## src/rtl/goertzel_pkg.sv

```systemverilog
// Shared types, defaults and the sample formatting function for the Goertzel front end.
package goertzel_pkg;

   localparam int DEF_IN_W    = 12;
   localparam int DEF_OUT_W   = 61;
   localparam int DEF_FRAC_W  = 19;
   localparam int DEF_BLOCK_N = 205;

   // Working width for formatting; wide enough for any supported IN_W/FRAC_W/gain combination.
   localparam int FMT_W     = 128;
   localparam int TAG_IDX_W = 16;

   typedef struct packed {
      logic                 first;
      logic                 last;
      logic [TAG_IDX_W-1:0] idx;
   } tag_t;

   typedef struct packed {
      logic [FMT_W-1:0] y;
      logic             sat;
   } fmt_t;

   // x must arrive sign-extended to FMT_W; y is clamped into a signed out_w-bit range.
   function automatic fmt_t fmt_sat(input logic signed [FMT_W-1:0] x,
                                    input logic [7:0] gain_sh,
                                    input int frac_w,
                                    input int out_w);
      logic signed [FMT_W-1:0] v;
      logic signed [FMT_W-1:0] maxp;
      logic signed [FMT_W-1:0] maxn;
      fmt_t r;
      v    = x <<< (frac_w + int'(gain_sh));
      maxp = {FMT_W{1'b1}} >> (FMT_W - out_w + 1);
      maxn = ~maxp;
      r.sat = 1'b1;
      if (v > maxp) begin
         r.y = maxp;
      end else if (v < maxn) begin
         r.y = maxn;
      end else begin
         r.y   = v;
         r.sat = 1'b0;
      end
      return r;
   endfunction

endpackage

```

## src/rtl/sample_framer_if.sv

```systemverilog
// Sample stream bundle: ADC-side input handshake and tagged output handshake.
interface sample_framer_if
   import goertzel_pkg::*;
#(
   parameter int IN_W  = DEF_IN_W,
   parameter int OUT_W = DEF_OUT_W,
   parameter int CNT_W = $clog2(DEF_BLOCK_N)
);
   logic [IN_W-1:0]  x;
   logic             in_valid;
   logic             in_ready;
   logic [OUT_W-1:0] y;
   logic             out_valid;
   logic             out_ready;
   logic             out_first;
   logic             out_last;
   logic [CNT_W-1:0] idx;

   modport master (output x, in_valid, out_ready,
                   input  in_ready, y, out_valid, out_first, out_last, idx);
   modport slave  (input  x, in_valid, out_ready,
                   output in_ready, y, out_valid, out_first, out_last, idx);
endinterface

```

## src/rtl/sample_skid_buf.sv

```systemverilog
// Two-entry valid/ready skid buffer with a registered in_ready and an enable gate.
module sample_skid_buf #(
   parameter int W = 8
) (
   input  logic         clk,
   input  logic         rst,
   input  logic         en,
   input  logic [W-1:0] in_data,
   input  logic         in_valid,
   output logic         in_ready,
   output logic [W-1:0] out_data,
   output logic         out_valid,
   input  logic         out_ready
);
   logic [W-1:0] skid_data;
   logic         skid_valid;
   logic         accept;
   logic         drain;

   assign accept = in_valid & in_ready;
   assign drain  = out_valid & out_ready;

   // in_ready only rises with the skid empty, so an accept always has a free slot.
   always_ff @(posedge clk) begin
      if (rst) begin
         out_data   <= '0;
         out_valid  <= 1'b0;
         skid_data  <= '0;
         skid_valid <= 1'b0;
         in_ready   <= 1'b0;
      end else begin
         in_ready <= en & ~(skid_valid | (out_valid & ~drain & accept));
         if (skid_valid) begin
            if (drain) begin
               out_data   <= skid_data;
               skid_valid <= 1'b0;
            end
         end else if (out_valid & ~drain) begin
            if (accept) begin
               skid_data  <= in_data;
               skid_valid <= 1'b1;
            end
         end else begin
            out_valid <= accept;
            if (accept) out_data <= in_data;
         end
      end
   end

endmodule

```

## src/rtl/sample_framer.sv

```systemverilog
// ADC sample formatter for the Goertzel core: gain/saturate, block tagging, skid-buffered output.
module sample_framer
   import goertzel_pkg::*;
#(
   parameter int IN_W          = DEF_IN_W,
   parameter int OUT_W         = DEF_OUT_W,
   parameter int FRAC_W        = DEF_FRAC_W,
   parameter int BLOCK_N       = DEF_BLOCK_N,
   parameter int CNT_W         = $clog2(BLOCK_N),
   parameter int OFFSET_BINARY = 0,
   parameter int SH_W          = 3
) (
   input  logic            clk,
   input  logic            rst,
   input  logic            en,
   input  logic            restart,
   input  logic [SH_W-1:0] gain_sh,
   sample_framer_if.slave  bus,
   output logic            ovf
);
   localparam int PW = OUT_W + 2 + CNT_W;

   logic [IN_W-1:0]  s;
   fmt_t             fmt;
   tag_t             tag;
   logic [CNT_W-1:0] cnt;
   logic [CNT_W-1:0] cur;
   logic             accept;
   logic [PW-1:0]    pay_in;
   logic [PW-1:0]    pay_out;
   logic             unused_bits;

   assign accept = bus.in_valid & bus.in_ready;
   assign s      = (OFFSET_BINARY != 0) ? {~bus.x[IN_W-1], bus.x[IN_W-2:0]} : bus.x;
   assign fmt    = fmt_sat({{(FMT_W-IN_W){s[IN_W-1]}}, s}, 8'(gain_sh), FRAC_W, OUT_W);

   // A restart coinciding with an accept makes that very sample index 0.
   assign cur       = restart ? '0 : cnt;
   assign tag.first = (cur == '0);
   assign tag.last  = (cur == CNT_W'(BLOCK_N - 1));
   assign tag.idx   = TAG_IDX_W'(cur);

   assign pay_in      = {fmt.y[OUT_W-1:0], tag.first, tag.last, tag.idx[CNT_W-1:0]};
   assign unused_bits = ^{fmt.y[FMT_W-1:OUT_W], tag.idx[TAG_IDX_W-1:CNT_W]};

   // Saturation on an accept outranks a simultaneous restart clearing ovf.
   always_ff @(posedge clk) begin
      if (rst) begin
         cnt <= '0;
         ovf <= 1'b0;
      end else begin
         if (accept) cnt <= tag.last ? '0 : cur + 1'b1;
         else if (restart) cnt <= '0;
         if (accept & fmt.sat) ovf <= 1'b1;
         else if (restart) ovf <= 1'b0;
      end
   end

   sample_skid_buf #(.W(PW)) skid (
      .clk      (clk),
      .rst      (rst),
      .en       (en),
      .in_data  (pay_in),
      .in_valid (bus.in_valid),
      .in_ready (bus.in_ready),
      .out_data (pay_out),
      .out_valid(bus.out_valid),
      .out_ready(bus.out_ready)
   );

   assign {bus.y, bus.out_first, bus.out_last, bus.idx} = pay_out;

endmodule

```

## src/flat_wrapper.sv

```systemverilog
// flat-port wrapper written by rule: the top's interface ports become plain ports
module sample_framer_flat import goertzel_pkg::*;
#(
   parameter int IN_W          = DEF_IN_W,
   parameter int OUT_W         = DEF_OUT_W,
   parameter int FRAC_W        = DEF_FRAC_W,
   parameter int BLOCK_N       = DEF_BLOCK_N,
   parameter int CNT_W         = $clog2(BLOCK_N),
   parameter int OFFSET_BINARY = 0,
   parameter int SH_W          = 3
)
  (clk, rst, en, restart, gain_sh, ovf, bus_x, bus_in_valid, bus_out_ready, bus_in_ready, bus_y, bus_out_valid, bus_out_first, bus_out_last, bus_idx);
  sample_framer_if #(.IN_W(IN_W), .OUT_W(OUT_W), .CNT_W(CNT_W)) bus_i ();
  input  logic clk;
  input  logic rst;
  input  logic en;
  input  logic restart;
  input  logic [SH_W-1:0] gain_sh;
  output logic ovf;
  input wire logic [$bits(bus_i.x)-1:0] bus_x;
  input wire logic [$bits(bus_i.in_valid)-1:0] bus_in_valid;
  input wire logic [$bits(bus_i.out_ready)-1:0] bus_out_ready;
  output wire logic [$bits(bus_i.in_ready)-1:0] bus_in_ready;
  output wire logic [$bits(bus_i.y)-1:0] bus_y;
  output wire logic [$bits(bus_i.out_valid)-1:0] bus_out_valid;
  output wire logic [$bits(bus_i.out_first)-1:0] bus_out_first;
  output wire logic [$bits(bus_i.out_last)-1:0] bus_out_last;
  output wire logic [$bits(bus_i.idx)-1:0] bus_idx;
  assign bus_i.x = bus_x;
  assign bus_i.in_valid = bus_in_valid;
  assign bus_i.out_ready = bus_out_ready;
  assign bus_in_ready = bus_i.in_ready;
  assign bus_y = bus_i.y;
  assign bus_out_valid = bus_i.out_valid;
  assign bus_out_first = bus_i.out_first;
  assign bus_out_last = bus_i.out_last;
  assign bus_idx = bus_i.idx;
  sample_framer #(.IN_W(IN_W), .OUT_W(OUT_W), .FRAC_W(FRAC_W), .BLOCK_N(BLOCK_N), .CNT_W(CNT_W), .OFFSET_BINARY(OFFSET_BINARY), .SH_W(SH_W)) u_core (.clk(clk), .rst(rst), .en(en), .restart(restart), .gain_sh(gain_sh), .bus(bus_i), .ovf(ovf));
endmodule
```

## config.mk

```make
export PLATFORM = sky130hd
export DESIGN_NAME = sample_framer_flat
export DESIGN_NICKNAME = d
export VERILOG_FILES = /design/src/rtl/goertzel_pkg.sv /design/src/rtl/sample_framer_if.sv /design/src/rtl/sample_skid_buf.sv /design/src/rtl/sample_framer.sv /design/src/flat_wrapper.sv
export SDC_FILE = /design/constraint.sdc
export NUM_CORES = 1
export LEC_CHECK = 0
export CAP_MARGIN = 20
export CORE_MARGIN = 2
export CORE_UTILIZATION = 25
export CTS_CLUSTER_DIAMETER = 200
export DETAILED_ROUTE_END_ITERATION = 10
export PLACE_DENSITY_LB_ADDON = 0.3
export SYNTH_ARGS = -nofsm -noshare
export SYNTH_HDL_FRONTEND = slang
export SYNTH_HIERARCHICAL = 1
export SYNTH_SLANG_ARGS = --single-unit
```

## constraint.sdc

```tcl
create_clock -name clk -period 7.2 [get_ports clk]
set_input_delay 1.08 -clock clk [delete_from_list [all_inputs] [get_ports clk]]
set_output_delay 1.08 -clock clk [all_outputs]
set_load 0.1 [all_outputs]
```

==> results of run 1 <==
-- synthesized netlist by cell type (all sizes together) --
cell    count  area [µm²]
nor2b      10        70.1
mux4       11         252
mux2i      87         871
nand2b      2        12.5
o22ai       1        6.26
o221ai      1        8.76
a21oi      85         429
xnor2       5        51.3
a31oi       4        25.0
clkbuf     65         244
and2        1        6.26
nand4      75         469
dfxtp     153        3060
buf        51         325
and3b       2        17.5
o311ai      1        8.76
nand3b      1        7.51
xor2        3        33.8
o21ai      80         400
inv         7        26.3
a21o        2        15.0
o21a        2        15.0
and2b       1        10.0
nand2      94         353
ha          3        37.5
conb        1        3.75
a211oi      1        7.51
o211a       2        20.0
o31ai      73         548
mux2        3        33.8
nor3        6        30.0
nor3b       1        7.51
or4        72         541
nor2       19        71.3
nand3       6        30.0
and3        1        6.26
nor4b       1        8.76
-- final timing paths --
check,from,to,slack [ps],depth (start not counted)
setup / recovery,gain_sh[0],u_core/skid/out_data[40],2430,10
hold / removal,u_core/skid/skid_data[17],u_core/skid/skid_data[17],450,2
setup reg to reg,u_core/skid/skid_valid,u_core/skid/out_data[17],4360,4
hold reg to reg,u_core/skid/skid_data[17],u_core/skid/skid_data[17],450,2
-- per-stage QoR --
step / cell area [µm²] / hold slack (ps)
floorplan: 8190 / 428
global placement: 9150 / 436
detailed placement: 9150 / 441
CTS: 9820 / 452
global route: 9820 / 465
finish: 9820 / 447
-- area by class of cell --
type | count | area, µm² | area share
Clock buffer | 21 | 482 | 0.0491
Clock inverter | 10 | 188 | 0.0191
Inverter | 7 | 28.8 | 0.00293
Multi-Input combinational cell | 689 | 4540 | 0.462
Sequential cell | 153 | 3070 | 0.312
Tap cell | 402 | 503 | 0.0512
Timing Repair Buffer | 104 | 1020 | 0.103
-- power by group through the flow --
stage	registers, W	clock network (W)	logic [W]
floorplan	0.000985	0	0.000155
global placement	0.000891	0	0.000334
detailed placement	0.000891	0	0.000335
CTS	0.000872	0.00105	0.000335
global route	0.000873	0.00109	0.000360
finish	0.000872	0.00102	0.000334
-- state kept, by name, summed over array words and instances, names as in the netlist --
signal                  cells
u_core/skid/in_ready        1
u_core/cnt                  8
u_core/skid/skid_valid      1
u_core/skid/out_valid       1
u_core/skid/out_data       71
u_core/skid/skid_data      71
-- layer usage --
metal,up-vias,part of all wire
met1,3393,0.49
met4,0,0.0095
met2,122,0.47
li1,3547,-
met3,13,0.038
met5,-,0
-- tightest hold or removal path, cell delays in order, from the launching register on --
cell and delay, ps:
sky130_fd_sc_hd__dfxtp_1 310, sky130_fd_sc_hd__nand2_1 50, sky130_fd_sc_hd__o21ai_1 50
-- kinds of logic after synthesis --
kind of cell	Yosys count
adders and majority gates	3
AOI/OAI and AO/OA	252
muxes	101
other	1
xor gates and xnor gates	8
buffers and inverters	123
and+or+nand+nor	292
DFF	153
==> results by group, run 1 <==
Global routing
  • Total routing resource utilization after global routing: 0.132
  • Initial antenna violation count: 0
  • GRT Max-Usage Layer: met2
  • Global-route wire length before repair: 35900 µm
  • Met3 demand-to-capacity share in global routing: 0.0271
  • Largest net degree at the start of global routing: 215
  • GR Layer Usage met2: 0.215
  • Total gr overflow: 0
  • Met1 usage in global routing: 0.177
  • Number of global-route vias before repair: 6512

Timing
  • Clock Skews: 7.34 ps
  • Least-Margin Pin Slew: 1180 ps
  • Final count of pins violating max slew: 0
  • Ratio of final minimum period to clock period: 0.663
  • Post-layout minimum cycle time: 4770 ps
  • Post-Route Setup TNS: 0 ps
  • Final setup slack of the worst path: 2430 ps
  • Hold Fails Final Rpt: 0
  • RSZ-0062 raised after global routing: false
  • Endpoints failing setup: 0
  • Fmax achieved: 209 MHz
  • Relative slew margins: 0.215

Synth
  • Average cell area after synthesis: 8.64 µm²
  • Post-Synth Simple-Gate Area: 0.203
  • Mux cell area share after synthesis: 0.143
  • Dominant combinational cell family by area after synthesis: simple AND/OR/NAND/NOR gates
  • Yosys warnings: 6
  • Adder and majority cell fraction of the synthesized area: 0.00465
  • Post-synthesis cell area: 8070 µm²
  • Distinct cells, synth: 47
  • Synth Register Bits: 153
  • Portion of the post-synthesis area used by sequential elements: 0.380
  • Number of instances in the synthesized netlist: 933
  • Compound-cell area share of the yosys netlist: 0.184
  • Area share of xor/xnor cells in the synthesized design: 0.0105

Power
  • Cell-internal power: 0.00161 W
  • Sequential fraction of design power: 0.392
  • Leakage component of the power: 3.10 nW
  • Share of total power in combinational logic: 0.150
  • NetSw: 0.000612 W
  • Clock Power Share: 0.458
  • Switch share: 0.275
  • Total power density per cell area: 227 nW/µm²
  • Power after layout: 0.00222 W
  • Peak VDD IR: 113 µV

Worst setup path
  • Highest fanout seen on the critical path: 25
  • Buf/Inv on CP: 2
  • CP endpoint kind: flop
  • Critical path startpoint category: input pin
  • Worst path slowest cell: sky130_fd_sc_hd__clkdlybuf4s50_1
  • Most prevalent standard cell on the critical path: sky130_fd_sc_hd__mux2i_1
  • Arrival time of data at the critical path endpoint: 5120 ps
  • Startpoint-to-endpoint class of the critical path: input pin to flop
  • Critical Path Max Stage Delay: 1120 ps
  • Data required time at the worst endpoint: 7550 ps
  • Cells along the critical path: clkdlybuf4s50_1 -> inv_2 -> ha_1 -> mux2i_1 -> o21ai_0 -> mux2i_1 -> o21ai_0 -> mux2i_1 -> or4_1 -> a21oi_1
  • Top Family by Delay on Critical Path: buffers and inverters

Layout
  • Fraction of final layout cells sized beyond drive strength 1: 0.0671
  • Layout net count: 996
  • Area overhead of the layout relative to synthesis: 21.8%
  • Ant diodes: 0
  • Commonest cells after routing, fill and taps aside: 152 x sky130_fd_sc_hd__dfxtp_1, 94 x sky130_fd_sc_hd__nand2_1, 91 x sky130_fd_sc_hd__clkdlybuf4s50_1
  • Count of fill cells added during filler insertion: 3319
  • Core Util, Final: 0.310
  • Non-filler cells, final: 1386
  • Most frequent standard cell in the layout excluding fill and tap cells: sky130_fd_sc_hd__dfxtp_1

Drt
  • Ratio of routed vias to standard cells: 5.10
  • Post-Route WL: 22300 µm
  • Number of violations reported at the end of detailed-routing iteration 0: 496
  • Average wire per cell in the routed design: 16.1 µm
  • Vias post-DR: 7075
  • Number of iterations in the first detailed-routing pass: 6
  • Remaining number of nets flagged by the antenna check after routing: 0
  • Drc violations: 0

Job
  • Max-Cap Viols: 0

Placement
  • Routability congestion estimate: 0.807
  • Placed cells: 1355
  • Minimum setup slack after placement: 1990 ps
  • Post-detail-place hpwl: 12600 µm
  • I/O Buffers: 93

CTS
  • Resized cells post-CTS: 0
  • Clock root buffer: sky130_fd_sc_hd__clkbuf_16
  • Buffers inserted during post-CTS setup optimization: 0
  • # hold bufs at CTS: 0
  • Reg clk slew, reported paths: 60 ps
  • Source-to-sink clock delay at the later pin of the worst-skew pair: 420 ps
  • CTS H-Tree Depth: 4
  • CTS sink count: 153
  • TritonCTS Buffers: 17
  • CTS tree: done
  • Maximum root-to-sink buffer count: 2

Floorplan
  • Top-Level Pins: 95
  • Core footprint: 31600 µm²
  • Core Rows: 65
  • Die width: 184 µm
  • Effective utilization at floorplan: 0.255
  • Overall die height: 184 µm
  • Full die area: 33700 µm²

Min path
  • Worst hold-check path type: flop to flop

Outcome
  • Outcome: finished, final reports clean
(Power assumes the default switching activity.)
==> inputs of run 2 (changes only) <==
- clock period: 7.2 -> 4.4 ns (I/O delays scaled with it)
==> run 2 against run 1 <==
Compared with the run above:
- sequential share of layout area hardly changed
- non-clock buffer count is 9 higher
- count of clock-buffer cells in the layout is 3 lower
- worst setup slack worse by 1300 ps
- via count is 1.6% higher
- largest power group is now registers
- final area is 0.14% lower
- sequential power is 64% higher
==> results by group, run 2 (same netlist as run 1, synthesis figures left out) <==
Outcome
  • Outcome: finished, final reports clean (unchanged)

Power
  • NetSw: 0.00107 W (was 0.000612 W)
  • Peak VDD IR: 175 µV (was 113 µV)
  • Total power density per cell area: 346 nW/µm² (was 227 nW/µm²)
  • Clock Power Share: 0.416 (was 0.458)
  • Sequential fraction of design power: 0.420 (was 0.392)
  • Leakage component of the power: 3.10 nW (about the same)
  • Cell-internal power: 0.00232 W (was 0.00161 W)
  • Switch share: 0.316 (was 0.275)
  • Share of total power in combinational logic: 0.164 (was 0.150)

Job
  • Max-Cap Viols: 0 (unchanged)

Worst setup path
  • Arrival time of data at the critical path endpoint: 3670 ps (was 5120 ps)
  • Startpoint-to-endpoint class of the critical path: input pin to flop (unchanged)
  • Worst path slowest cell: sky130_fd_sc_hd__ha_1 (was sky130_fd_sc_hd__clkdlybuf4s50_1)
  • Top Family by Delay on Critical Path: buffers and inverters (unchanged)
  • Buf/Inv on CP: 3 (was 2)
  • Data required time at the worst endpoint: 4750 ps (was 7550 ps)
  • Critical path startpoint category: input pin (unchanged)
  • Worst Reg2Reg Path Length in Cells: 5 (was 4)
  • Cells along the critical path: clkdlybuf4s50_1 -> inv_2 -> ha_1 -> buf_4 -> nand3b_1 -> o21ai_0 -> mux2i_1 -> o21ai_0 -> mux2i_1 -> or4_1 -> a21oi_1 (was clkdlybuf4s50_1 -> inv_2 -> ha_1 -> mux2i_1 -> o21ai_0 -> mux2i_1 -> o21ai_0 -> mux2i_1 -> or4_1 -> a21oi_1)
  • Critical path depth in cells: 11 (was 10)
  • Critical Path Max Stage Delay: 620 ps (was 1120 ps)
  • Slack of the worst reg-to-reg path: 1680 ps (was 4360 ps)
  • CP endpoint kind: flop (unchanged)
  • Highest fanout seen on the critical path: 13 (was 25)
  • Critical R2R Capture: u_core/skid/skid_data[25] (was u_core/skid/out_data[17])
  • Start of the worst register-to-register path: u_core/skid/skid_valid (unchanged)

CTS
  • Maximum root-to-sink buffer count: 2 (unchanged)
  • # hold bufs at CTS: 0 (unchanged)
  • Resized cells post-CTS: 0 (unchanged)
  • Clock root buffer: sky130_fd_sc_hd__clkbuf_16 (unchanged)
  • Buffers inserted during post-CTS setup optimization: 0 (unchanged)
  • CTS H-Tree Depth: 4 (unchanged)
  • Source-to-sink clock delay at the later pin of the worst-skew pair: 430 ps (was 420 ps)
  • CTS sink count: 153 (unchanged)
  • CTS tree: done (unchanged)
  • TritonCTS Buffers: 17 (unchanged)
  • Reg clk slew, reported paths: 70 ps (was 60 ps)

Timing
  • Endpoints failing setup: 0 (unchanged)
  • Fmax achieved: 302 MHz
  • Relative slew margins: 0.277 (was 0.215)
  • RSZ-0062 raised after global routing: false (unchanged)
  • Final count of pins violating max slew: 0 (unchanged)
  • Final hold slack: 450 ps (was 447 ps)
  • Clock Skews: 12.1 ps (was 7.34 ps)
  • Hold Fails Final Rpt: 0 (unchanged)
  • Ratio of final minimum period to clock period: 0.753
  • Post-layout minimum cycle time: 3310 ps
  • Least-Margin Pin Slew: 1080 ps (was 1180 ps)
  • Post-Route Setup TNS: 0 ps (unchanged)

Drt
  • Number of iterations in the first detailed-routing pass: 5 (was 6)
  • Vias post-DR: 7188 (was 7075)
  • Number of violations reported at the end of detailed-routing iteration 0: 609 (was 496)
  • Drc violations: 0 (unchanged)
  • Post-Route WL: 22600 µm (was 22300 µm)
  • Average wire per cell in the routed design: 16.2 µm (was 16.1 µm)
  • Ratio of routed vias to standard cells: 5.15 (was 5.10)
  • Remaining number of nets flagged by the antenna check after routing: 0 (unchanged)

Layout
  • Non-filler cells, final: 1396 (was 1386)
  • Core Util, Final: 0.310 (about the same)
  • Count of fill cells added during filler insertion: 3311 (was 3319)
  • Layout net count: 1005 (was 996)
  • Fraction of final layout cells sized beyond drive strength 1: 0.0765 (was 0.0671)
  • Commonest cells after routing, fill and taps aside: 152 x sky130_fd_sc_hd__dfxtp_1, 94 x sky130_fd_sc_hd__nand2_1, 91 x sky130_fd_sc_hd__clkdlybuf4s50_1 (unchanged)
  • Area taken by multi-input logic gates: 4540 µm² (unchanged)
  • Area taken by flip-flops and latches: 3070 µm² (unchanged)
  • Area overhead of the layout relative to synthesis: 21.6% (was 21.8%)
  • Registers with the highest flip-flop counts: u_core/skid/out_data (71), u_core/skid/skid_data (71), u_core/cnt (8) (unchanged)
  • Most frequent standard cell in the layout excluding fill and tap cells: sky130_fd_sc_hd__dfxtp_1 (unchanged)
  • Ant diodes: 0 (unchanged)

Floorplan
  • Top-Level Pins: 95 (unchanged)
  • Effective utilization at floorplan: 0.255 (unchanged)
  • Core footprint: 31600 µm² (unchanged)
  • Core Rows: 65 (unchanged)
  • Die width: 184 µm (unchanged)
  • Overall die height: 184 µm (unchanged)
  • Full die area: 33700 µm² (unchanged)

Global routing
  • Global-route wire length before repair: 36500 µm (was 35900 µm)
  • Initial antenna violation count: 0 (unchanged)
  • Number of global-route vias before repair: 6701 (was 6512)
  • Total gr overflow: 0 (unchanged)
  • Total routing resource utilization after global routing: 0.134 (was 0.132)
  • Largest net degree at the start of global routing: 118 (was 215)

Min path
  • Worst Hold Depth: 2 (unchanged)
  • Capture endpoint of the worst hold path: u_core/skid/skid_data[10] (was u_core/skid/skid_data[17])
  • Worst hold-check path type: flop to flop (unchanged)
  • Worst hold path startpoint: u_core/skid/skid_data[10] (was u_core/skid/skid_data[17])

Placement
  • Routability congestion estimate: 0.805 (was 0.807)
  • I/O Buffers: 93 (unchanged)
  • Placed cells: 1363 (was 1355)
  • Post-detail-place hpwl: 13300 µm (was 12600 µm)
-- run 2: changes by cell type in the layout (fill, tap and decap cells not counted), sizes merged --
cell,change
buf,+9
inv,+9
bufinv,-5
clkbuf,-3
clkinv,+1
clkinvlp,-1
-- run 2: worst max-delay path by stage --
| stage | from | endpoint |
|---|---|---|
| final | gain_sh[0] | u_core/skid/out_data[40] |
| after global routing | gain_sh[0] | u_core/skid/out_data[40] |
| after CTS | gain_sh[0] | u_core/skid/out_data[40] |
| after detailed placement | gain_sh[0] | u_core/skid/out_data[40] |
| after global placement | gain_sh[0] | u_core/skid/out_data[41] |
| after floorplan | gain_sh[0] | u_core/skid/out_data[47] |
-- run 2: cell type report --
class / count / area share
clock inverter: 14 / 0.0129
multi-input combinational: 689 / 0.463
tap: 402 / 0.0513
clock buffer: 18 / 0.0438
sequential: 153 / 0.313
timing repair buffer: 113 / 0.114
inverter: 7 / 0.00293
-- run 2: through the flow --
| stage | total power [W] | setup slack [ps] | instance area, µm² |
|---|---|---|---|
| floorplan | 0.00187 | 1370 | 8190 |
| global placement | 0.00201 | 748 | 9220 |
| detailed placement | 0.00201 | 686 | 9220 |
| CTS | 0.00345 | 1140 | 9780 |
| global route | 0.00354 | 842 | 9810 |
| finish | 0.00339 | 1090 | 9810 |
-- run 2: worst min-delay path: stages, from the launching register on --
cell	delay (ps)
sky130_fd_sc_hd__dfxtp_1	310
sky130_fd_sc_hd__nand2_1	50
sky130_fd_sc_hd__o21ai_1	50
-- run 2: metal layers --
metal  wire (µm)  vias up  global-route usage
met3         919       18              0.0261
met4         287        0              0.0384
li1            -     3581                   -
met1       10800     3414               0.182
met5           0        -                   0
met2       10600      175               0.216
-- run 2: power by group through the flow --
| stage | Combinational (W) | Clock (W) | Sequential, W |
|---|---|---|---|
| 2_1_floorplan | 0.000254 | 0 | 0.00161 |
| 3_3_place_gp | 0.000550 | 0 | 0.00146 |
| 3_5_place_dp | 0.000551 | 0 | 0.00146 |
| 4_1_cts | 0.000553 | 0.00147 | 0.00143 |
| 5_1_grt | 0.000595 | 0.00152 | 0.00143 |
| 6_report | 0.000556 | 0.00141 | 0.00143 |
